**config.mk**
```make
export PLATFORM = sky130hd
export DESIGN_NAME = logo_scroll_ctrl
export DESIGN_NICKNAME = d
export VERILOG_FILES = /design/src/rtl/vga_logo_pkg.sv /design/src/rtl/vsync_edge_det.sv /design/src/rtl/logo_scroll_ctrl.sv
export SDC_FILE = /design/constraint.sdc
export NUM_CORES = 1
export LEC_CHECK = 0
export CAP_MARGIN = 20
export CORE_AREA = 2 2 61 63
export CTS_CLUSTER_SIZE = 30
export DETAILED_ROUTE_END_ITERATION = 7
export DIE_AREA = 0 0 63 65
export GPL_TIMING_DRIVEN = 0
export PLACE_DENSITY = 0.78
export SLEW_MARGIN = 40
export SYNTH_ARGS = -nofsm -noshare
export SYNTH_HDL_FRONTEND = slang
export SYNTH_SLANG_ARGS = --single-unit
```
**constraint.sdc**
```tcl
create_clock -name clk -period 2.52 [get_ports clk]
set_input_delay 0.504 -clock clk [delete_from_list [all_inputs] [get_ports clk]]
set_output_delay 0.504 -clock clk [all_outputs]
set_load 0.005 [all_outputs]
```
**src/rtl/vga_logo_pkg.sv**
```systemverilog
// Shared constants and state encoding for the logo painters and their scroll controller.
package vga_logo_pkg;

   localparam int unsigned DEF_W           = 11;
   localparam int unsigned DEF_MAX_DELT    = 200;
   localparam int unsigned DEF_STEP        = 2;
   localparam int unsigned DEF_HOLD_FRAMES = 30;

   typedef enum logic [2:0] {
      IDLE   = 3'd0,
      RIGHT  = 3'd1,
      HOLD_R = 3'd2,
      LEFT   = 3'd3,
      HOLD_L = 3'd4
   } scroll_state_e;

   // Last frame-counter value before a step; a speed of 0 behaves like 1.
   function automatic logic [3:0] step_limit_m1(input logic [3:0] speed);
      return (speed == 4'd0) ? 4'd0 : speed - 4'd1;
   endfunction

endpackage

```
**src/rtl/vsync_edge_det.sv**
```systemverilog
// Detects the falling edge of vsync; fall_c is the raw edge, frame_tick its registered pulse.
module vsync_edge_det (
   input  logic clk,
   input  logic rst,
   input  logic vsync,
   output logic fall_c,
   output logic frame_tick
);

   logic hist_q;

   assign fall_c = hist_q & ~vsync;

   always_ff @(posedge clk or negedge rst) begin
      if (!rst) begin
         hist_q     <= 1'b1;
         frame_tick <= 1'b0;
      end else begin
         hist_q     <= vsync;
         frame_tick <= fall_c;
      end
   end

endmodule

```
**src/rtl/logo_scroll_ctrl.sv**
```systemverilog
// Frame-synchronous bounce sequencer producing the shared logo offset, direction and enable.
module logo_scroll_ctrl
   import vga_logo_pkg::*;
#(
   parameter int unsigned W           = DEF_W,
   parameter int unsigned MAX_DELT    = DEF_MAX_DELT,
   parameter int unsigned STEP        = DEF_STEP,
   parameter int unsigned HOLD_FRAMES = DEF_HOLD_FRAMES
) (
   input  logic         clk,
   input  logic         rst,
   input  logic         vsync,
   input  logic         pause,
   input  logic [3:0]   speed,
   output logic [W-1:0] delt,
   output logic         enable,
   output logic         dir,
   output logic         frame_tick
);

   localparam int unsigned WP = W + 1;
   localparam int unsigned HW = (HOLD_FRAMES > 1) ? $clog2(HOLD_FRAMES) : 1;

   scroll_state_e state_q, state_d;
   logic [W-1:0]  delt_q, delt_d;
   logic          en_q, en_d;
   logic          dir_q, dir_d;
   logic [3:0]    fcnt_q, fcnt_d;
   logic [HW-1:0] hcnt_q, hcnt_d;
   logic [W:0]    sum_c;
   logic          step_c;
   logic          fall_c;

   vsync_edge_det u_edge (
      .clk        (clk),
      .rst        (rst),
      .vsync      (vsync),
      .fall_c     (fall_c),
      .frame_tick (frame_tick)
   );

   always_ff @(posedge clk or negedge rst) begin
      if (!rst) begin
         state_q <= IDLE;
         delt_q  <= '0;
         en_q    <= 1'b0;
         dir_q   <= 1'b0;
         fcnt_q  <= '0;
         hcnt_q  <= '0;
      end else begin
         state_q <= state_d;
         delt_q  <= delt_d;
         en_q    <= en_d;
         dir_q   <= dir_d;
         fcnt_q  <= fcnt_d;
         hcnt_q  <= hcnt_d;
      end
   end

   // Everything advances only on an unpaused frame edge, so delt is stable within a frame.
   always_comb begin
      state_d = state_q;
      delt_d  = delt_q;
      en_d    = en_q;
      dir_d   = dir_q;
      fcnt_d  = fcnt_q;
      hcnt_d  = hcnt_q;
      sum_c   = {1'b0, delt_q} + WP'(STEP);
      step_c  = (fcnt_q >= step_limit_m1(speed));

      if (fall_c && !pause) begin
         case (state_q)
            IDLE: begin
               en_d    = 1'b1;
               state_d = RIGHT;
            end
            RIGHT: begin
               if (step_c) begin
                  fcnt_d = '0;
                  if (sum_c >= WP'(MAX_DELT)) begin
                     delt_d  = W'(MAX_DELT);
                     hcnt_d  = '0;
                     state_d = HOLD_R;
                  end else begin
                     delt_d = sum_c[W-1:0];
                  end
               end else begin
                  fcnt_d = fcnt_q + 4'd1;
               end
            end
            HOLD_R: begin
               if (hcnt_q == HW'(HOLD_FRAMES - 1)) begin
                  dir_d   = 1'b1;
                  fcnt_d  = '0;
                  state_d = LEFT;
               end else begin
                  hcnt_d = hcnt_q + HW'(1);
               end
            end
            LEFT: begin
               if (step_c) begin
                  fcnt_d = '0;
                  if (delt_q <= W'(STEP)) begin
                     delt_d  = '0;
                     hcnt_d  = '0;
                     state_d = HOLD_L;
                  end else begin
                     delt_d = delt_q - W'(STEP);
                  end
               end else begin
                  fcnt_d = fcnt_q + 4'd1;
               end
            end
            HOLD_L: begin
               if (hcnt_q == HW'(HOLD_FRAMES - 1)) begin
                  dir_d   = 1'b0;
                  fcnt_d  = '0;
                  state_d = RIGHT;
               end else begin
                  hcnt_d = hcnt_q + HW'(1);
               end
            end
            default: state_d = IDLE;
         endcase
      end
   end

   assign delt   = delt_q;
   assign enable = en_q;
   assign dir    = dir_q;

endmodule
```
### Yosys cells after proc, flatten, opt, wreduce, memory -nomap -nowiden

Cells that the tools add are included.

* register bits after elaboration: 27
* output and inout bits: 14
* word-level logic and storage cells: 72

* $add $sub $neg: 5
* $lt $le $gt $ge: 3
* equality and inequality tests: 13
* muxes and demuxes: 25
* bitwise logic cells: 2
* reductions and logical operators: 16

Operator list (number)
* $mux W11: 4
* $mux W5: 5
* $pmux W11 S2: 1
* $mux W3: 6
* $pmux W3 S5: 1
* $pmux W5 S3: 1
* $ne A2 B2 Y1 const B: 7
* $reduce_and A7 Y1: 2
* $add A11 B2 Y12 const B: 1
* $ge A12 B8 Y1 const B: 1
* $mux W4: 3
* $le A11 B2 Y1 const B: 1
* $sub A11 B2 Y11 const B: 1
* $pmux W4 S2: 1
* $reduce_and A4 Y1: 2
* $eq A3 B2 Y1 const B: 2
* $reduce_bool A2 Y1: 3
* $add A5 B1 Y5 const B: 1
* $eq A5 B5 Y1 const B: 1
* $add A4 B1 Y4 const B: 1
* $ge A4 B4 Y1: 1
* $logic_not A4 Y1: 1
* $reduce_or A2 Y1: 2
* $sub A4 B1 Y4 const B: 1
* other kinds (13): 14

### Depth between registers and ports, before layout

* depth after elaboration: 5
* gate-level depth with buffers: 11
* mapped depth without buffers: 9

### Modules after synthesis

Synthesis repeated with hierarchy kept, for this count alone.

* cells, all modules: 220
* area, all modules: 1928.1 µm²

Modules (own cells, without submodules)
* logo_scroll_ctrl: instances 1, cells each 217, area each 1863.0 µm², sequential area each 600.6 µm²
* vsync_edge_det: instances 1, cells each 3, area each 65.1 µm², sequential area each 51.3 µm²

### Least setup slack after synthesis

OpenSTA, ideal clock, no wires.

* kind: input-to-reg
* start point: input speed[1]
* end point: register hcnt_q[0]
* library setup time: 0.090 ns
* arrival: 2.409 ns
* data required time: 2.430 ns
* path slack: 0.021 ns
* cell stages on the path: 10
* buffers on the path: 1
* path through: nor3_1 nor2_1 ha_1 nand2b_1 a2111oi_0 nor2_1 o211ai_1 buf_2 a211oi_1 o221ai_1

* word-level cells in the longest chain between the ends: 5
* elaborated cells on any way between the ends: 7
* those cells by class: add/sub (1); order compare (1); eq/ne (2); mux (1); reduce/logical (2)

Ends and longest elaborated chain
* start, declared: line logo_scroll_ctrl.sv:14 `input logic [3:0] speed,`
* $sub A4 B1 Y4 / $logic_not A4 Y1 (equally long branches): line vga_logo_pkg.sv:19 `return (speed == 4'd0) ? 4'd0 : speed - 4'd1;`
* $mux W4 (*): line vga_logo_pkg.sv:19
* $ge A4 B4 Y1 (*): line logo_scroll_ctrl.sv:69 `step_c = (fcnt_q >= step_limit_m1(speed));`
* $ne A2 B2 Y1 (no line)
* $reduce_and A7 Y1 (no line) (*)
* end signal, assigned: line logo_scroll_ctrl.sv:56 `hcnt_q <= hcnt_d;`
* end, declared: line logo_scroll_ctrl.sv:29 `logic [HW-1:0] hcnt_q, hcnt_d;`

Mark *: on every way between the ends. The rest lies on a longest branch, timed or not.
A chain may end at the register's enable or synchronous reset.

### Worst setup path after layout

* start point: input speed[1]
* end point: register delt_q[5], in the netlist delt[5]

* word-level cells in the longest chain between the ends: 5
* elaborated cells on any way between the ends: 7
* those cells by class: add/sub (1); order compare (1); eq/ne (2); mux (1); reduce/logical (2)

Ends and longest elaborated chain
* $sub A4 B1 Y4 / $logic_not A4 Y1 (equally long branches): line vga_logo_pkg.sv:19
* $mux W4 (*): line vga_logo_pkg.sv:19
* $ge A4 B4 Y1 (*): line logo_scroll_ctrl.sv:69
* $ne A2 B2 Y1 (no line)
* $reduce_and A4 Y1 (no line) (*)
* end signal, assigned: line logo_scroll_ctrl.sv:52 `delt_q <= delt_d;`
* end, declared: line logo_scroll_ctrl.sv:25 `logic [W-1:0] delt_q, delt_d;`

Marks and branches as above.

==> results.md <==
* CP required at 2.82 ns
* Post-route cell area at 2296 µm²
* Post-DRT Antenna Nets at 0
* Synth unique cells at 52
* Async SR Flop Fraction at 100.0%
* Vias in the first global route at 1776
* Iteration-0 DRC Markers at 84
* CTS buffer count at 3
* Fmax at 415.6 MHz
* Leakage at 0.001014 µW
* CTS HTree Levels at 1
* Commonest non-fill, non-tap cell in the layout: nor2_1
* Register area share after synthesis at 34.92%
* Most frequent cells in the layout: 29 x nor2_1, 25 x dfrtp_1, 24 x o21ai_0
* Critical path arrival at 2.71 ns
* Antenna violations before repair at 0
* CTS Sinks at 26
* Reg2Reg Launch Point: delt[5]
* Final TNS setup at 0 ns
* EDFF count, synth at 0
* Worst Reg-to-Reg Cells at 8
* Clk_lat worst skew at 0.34 ns
* Synthesized Nets at 249
* Syn Area/Cell at 8.081 µm²
* CTS max path bufs at 2
* Reg2Reg Setup Slack at 0.18 ns
* Final net count at 283
* Initial core utilization at 53.40%
* Crit share post-route at 95.48%
* Routed wire length per instance at 14.52 µm
* Die area at 4095 µm²
* Area after DPL at 2122 µm²
* Crit end category: register
* Antenna cells at 0
* Routed vias at 1821
* Setup CP Type: in2reg
* Worst-Margin Slew at 0.6151 ns
* Synth Instances at 231
* Largest net degree at the start of global routing at 27
* Synth warn at 0
* CP Max Fanout at 5
* # DRC at 0
* Layout cell share with drive strength beyond 1 at 15.53%
* Cell area power density at 571.0 nW/µm²
* Non-filler cells, final at 312
* Clock period minus worst slack at 2.406 ns
* WL final at 4.530 mm
* DIE HEIGHT at 65 µm
* Slew margin rel. at 58.99%
* Final setup fails at 0
* Slew Viols, Final at 0
* Port bufs at 20
* Peak supply drop at 0.0004519 V
* Setup Skew at 0.01016 ns
* Register bit total from synthesis at 26
* DRT Pass-1 Iters at 4
* Status: complete, no violations
* GRT Overall Usage at 24.11%
* Die width at 63 µm
* First-pass GRT wire length at 7.948 mm
* CORE AREA at 3496 µm²
* CTS clk-pin slew, worst paths at 0.16 ns
* Dpl hpwl at 3.103 mm
* Clk root buf: clkbuf_4
* FILL cells at 313
* Vias per inst at 5.837
* GP Congestion at 0.8595
* Row Count at 22
* Remaining Overflow, GRT at 0
* P&R area growth vs syn at 22.99%
* CTS tree: yes
* Post-Place Cells at 299
* Core Util, Final at 65.68%
* Hold Buf Count CTS at 0
* Synth Flop Type: dfrtp_1
* Final Hold Violating Endpoints at 0
* Reg-to-Reg End: hcnt_q[1]
* IO Pins at 22
* Max-Cap Viols at 0
* Hold crit path type: in2async
* CP startpoint kind: primary input
* Post-Syn Area at 1867 µm²
-- worst max path at each step --
stage	to	from	cells after the start
after floorplan	hcnt_q[0]	speed[1]	10
after global placement	delt[1]	speed[2]	12
after detailed placement	delt[10]	speed[1]	11
after CTS	hcnt_q[1]	delt[7]	8
after global routing	hcnt_q[1]	delt[1]	7
final	delt[5]	speed[1]	11
-- routing by layer --
metal,GRT usage [%],vias to the layer above,routed length [µm]
met5,0,-,0
met4,10.83,0,116
met3,3.125,11,177
met2,40.82,43,2182
met1,30.76,869,2053
li1,-,898,-
-- critical path: stages --
cell and delay [ns]:
clkbuf_2 0.12, nor2_2 0.14, mux2i_1 0.22, ha_2 0.23, o21a_1 0.13, nor2_1 0.06, or4_1 0.55, buf_6 0.15
or3_1 0.34, a21bo_1 0.20, nand3_2 0.05
-- flip-flops by register name, indices dropped and copies added (netlist names) --
name               cells
state_q                3
enable                 1
u_edge.hist_q          1
u_edge.frame_tick      1
delt                  10
dir                    1
fcnt_q                 4
hcnt_q                 5
-- Yosys cell counts (all sizes together) (3+ instances only) --
| library cell | instances | area, µm² |
|---|---|---|
| nor2 | 32 | 120.1 |
| dfrtp | 25 | 625.6 |
| nand3 | 11 | 60.06 |
| nor3 | 7 | 46.30 |
| or3 | 3 | 18.77 |
| o21a | 3 | 22.52 |
| mux2i | 4 | 40.04 |
| and3 | 3 | 18.77 |
| nor2b | 5 | 31.28 |
| inv | 8 | 30.03 |
| clkbuf | 6 | 23.77 |
| nand4 | 3 | 18.77 |
| ha | 10 | 125.1 |
| nand2 | 22 | 82.58 |
| o31ai | 3 | 22.52 |
| a211oi | 3 | 22.52 |
| a21oi | 14 | 70.07 |
| buf | 6 | 38.79 |
| nand2b | 3 | 18.77 |
| o21ai | 26 | 130.1 |
-- report_power, final --
group          switching, µW  total, µW  internal [µW]
clock                    139        301            161
sequential              71.3        535            463
combinational            246        476            230
-- what timing repair did --
action	CTS	global route
setup endpoints to repair	21	18
setup buffers	4	5
resized for setup	16	18
gates cloned	0	0
pin swaps	3	8
-- logic make-up after synthesis --
group | synth area share (%)
compound gates | 23.46
flops | 34.92
xor+xnor | 1.408
fa+ha+maj | 7.239
simple gates | 25.67
other cells | 0.2009
buf+inv | 4.960
mux | 2.145
-- through the flow --
step | hold WS (ns) | setup WS, ns | power [µW]
floorplan | 0.2084 | 0.02087 | 785.2
global placement | 0.4382 | -0.8126 | 923.7
detailed placement | 0.4454 | -0.7887 | 931.2
CTS | 0.1599 | 0.02048 | 1285
global route | 0.1780 | -0.006353 | 1415
finish | 0.1449 | 0.1138 | 1311
-- layout make-up --
class,count,area [µm²],area share [%]
clock buffer,3,22.52,0.9809
tap,48,60.06,2.616
buffer,12,73.82,3.215
multi-input combinational,185,1185,51.61
inverter,8,30.03,1.308
timing repair buffer,29,242.7,10.57
sequential,26,651.9,28.39
clock inverter,1,30.03,1.308
Note: power is estimated with default switching activity, not from simulation.
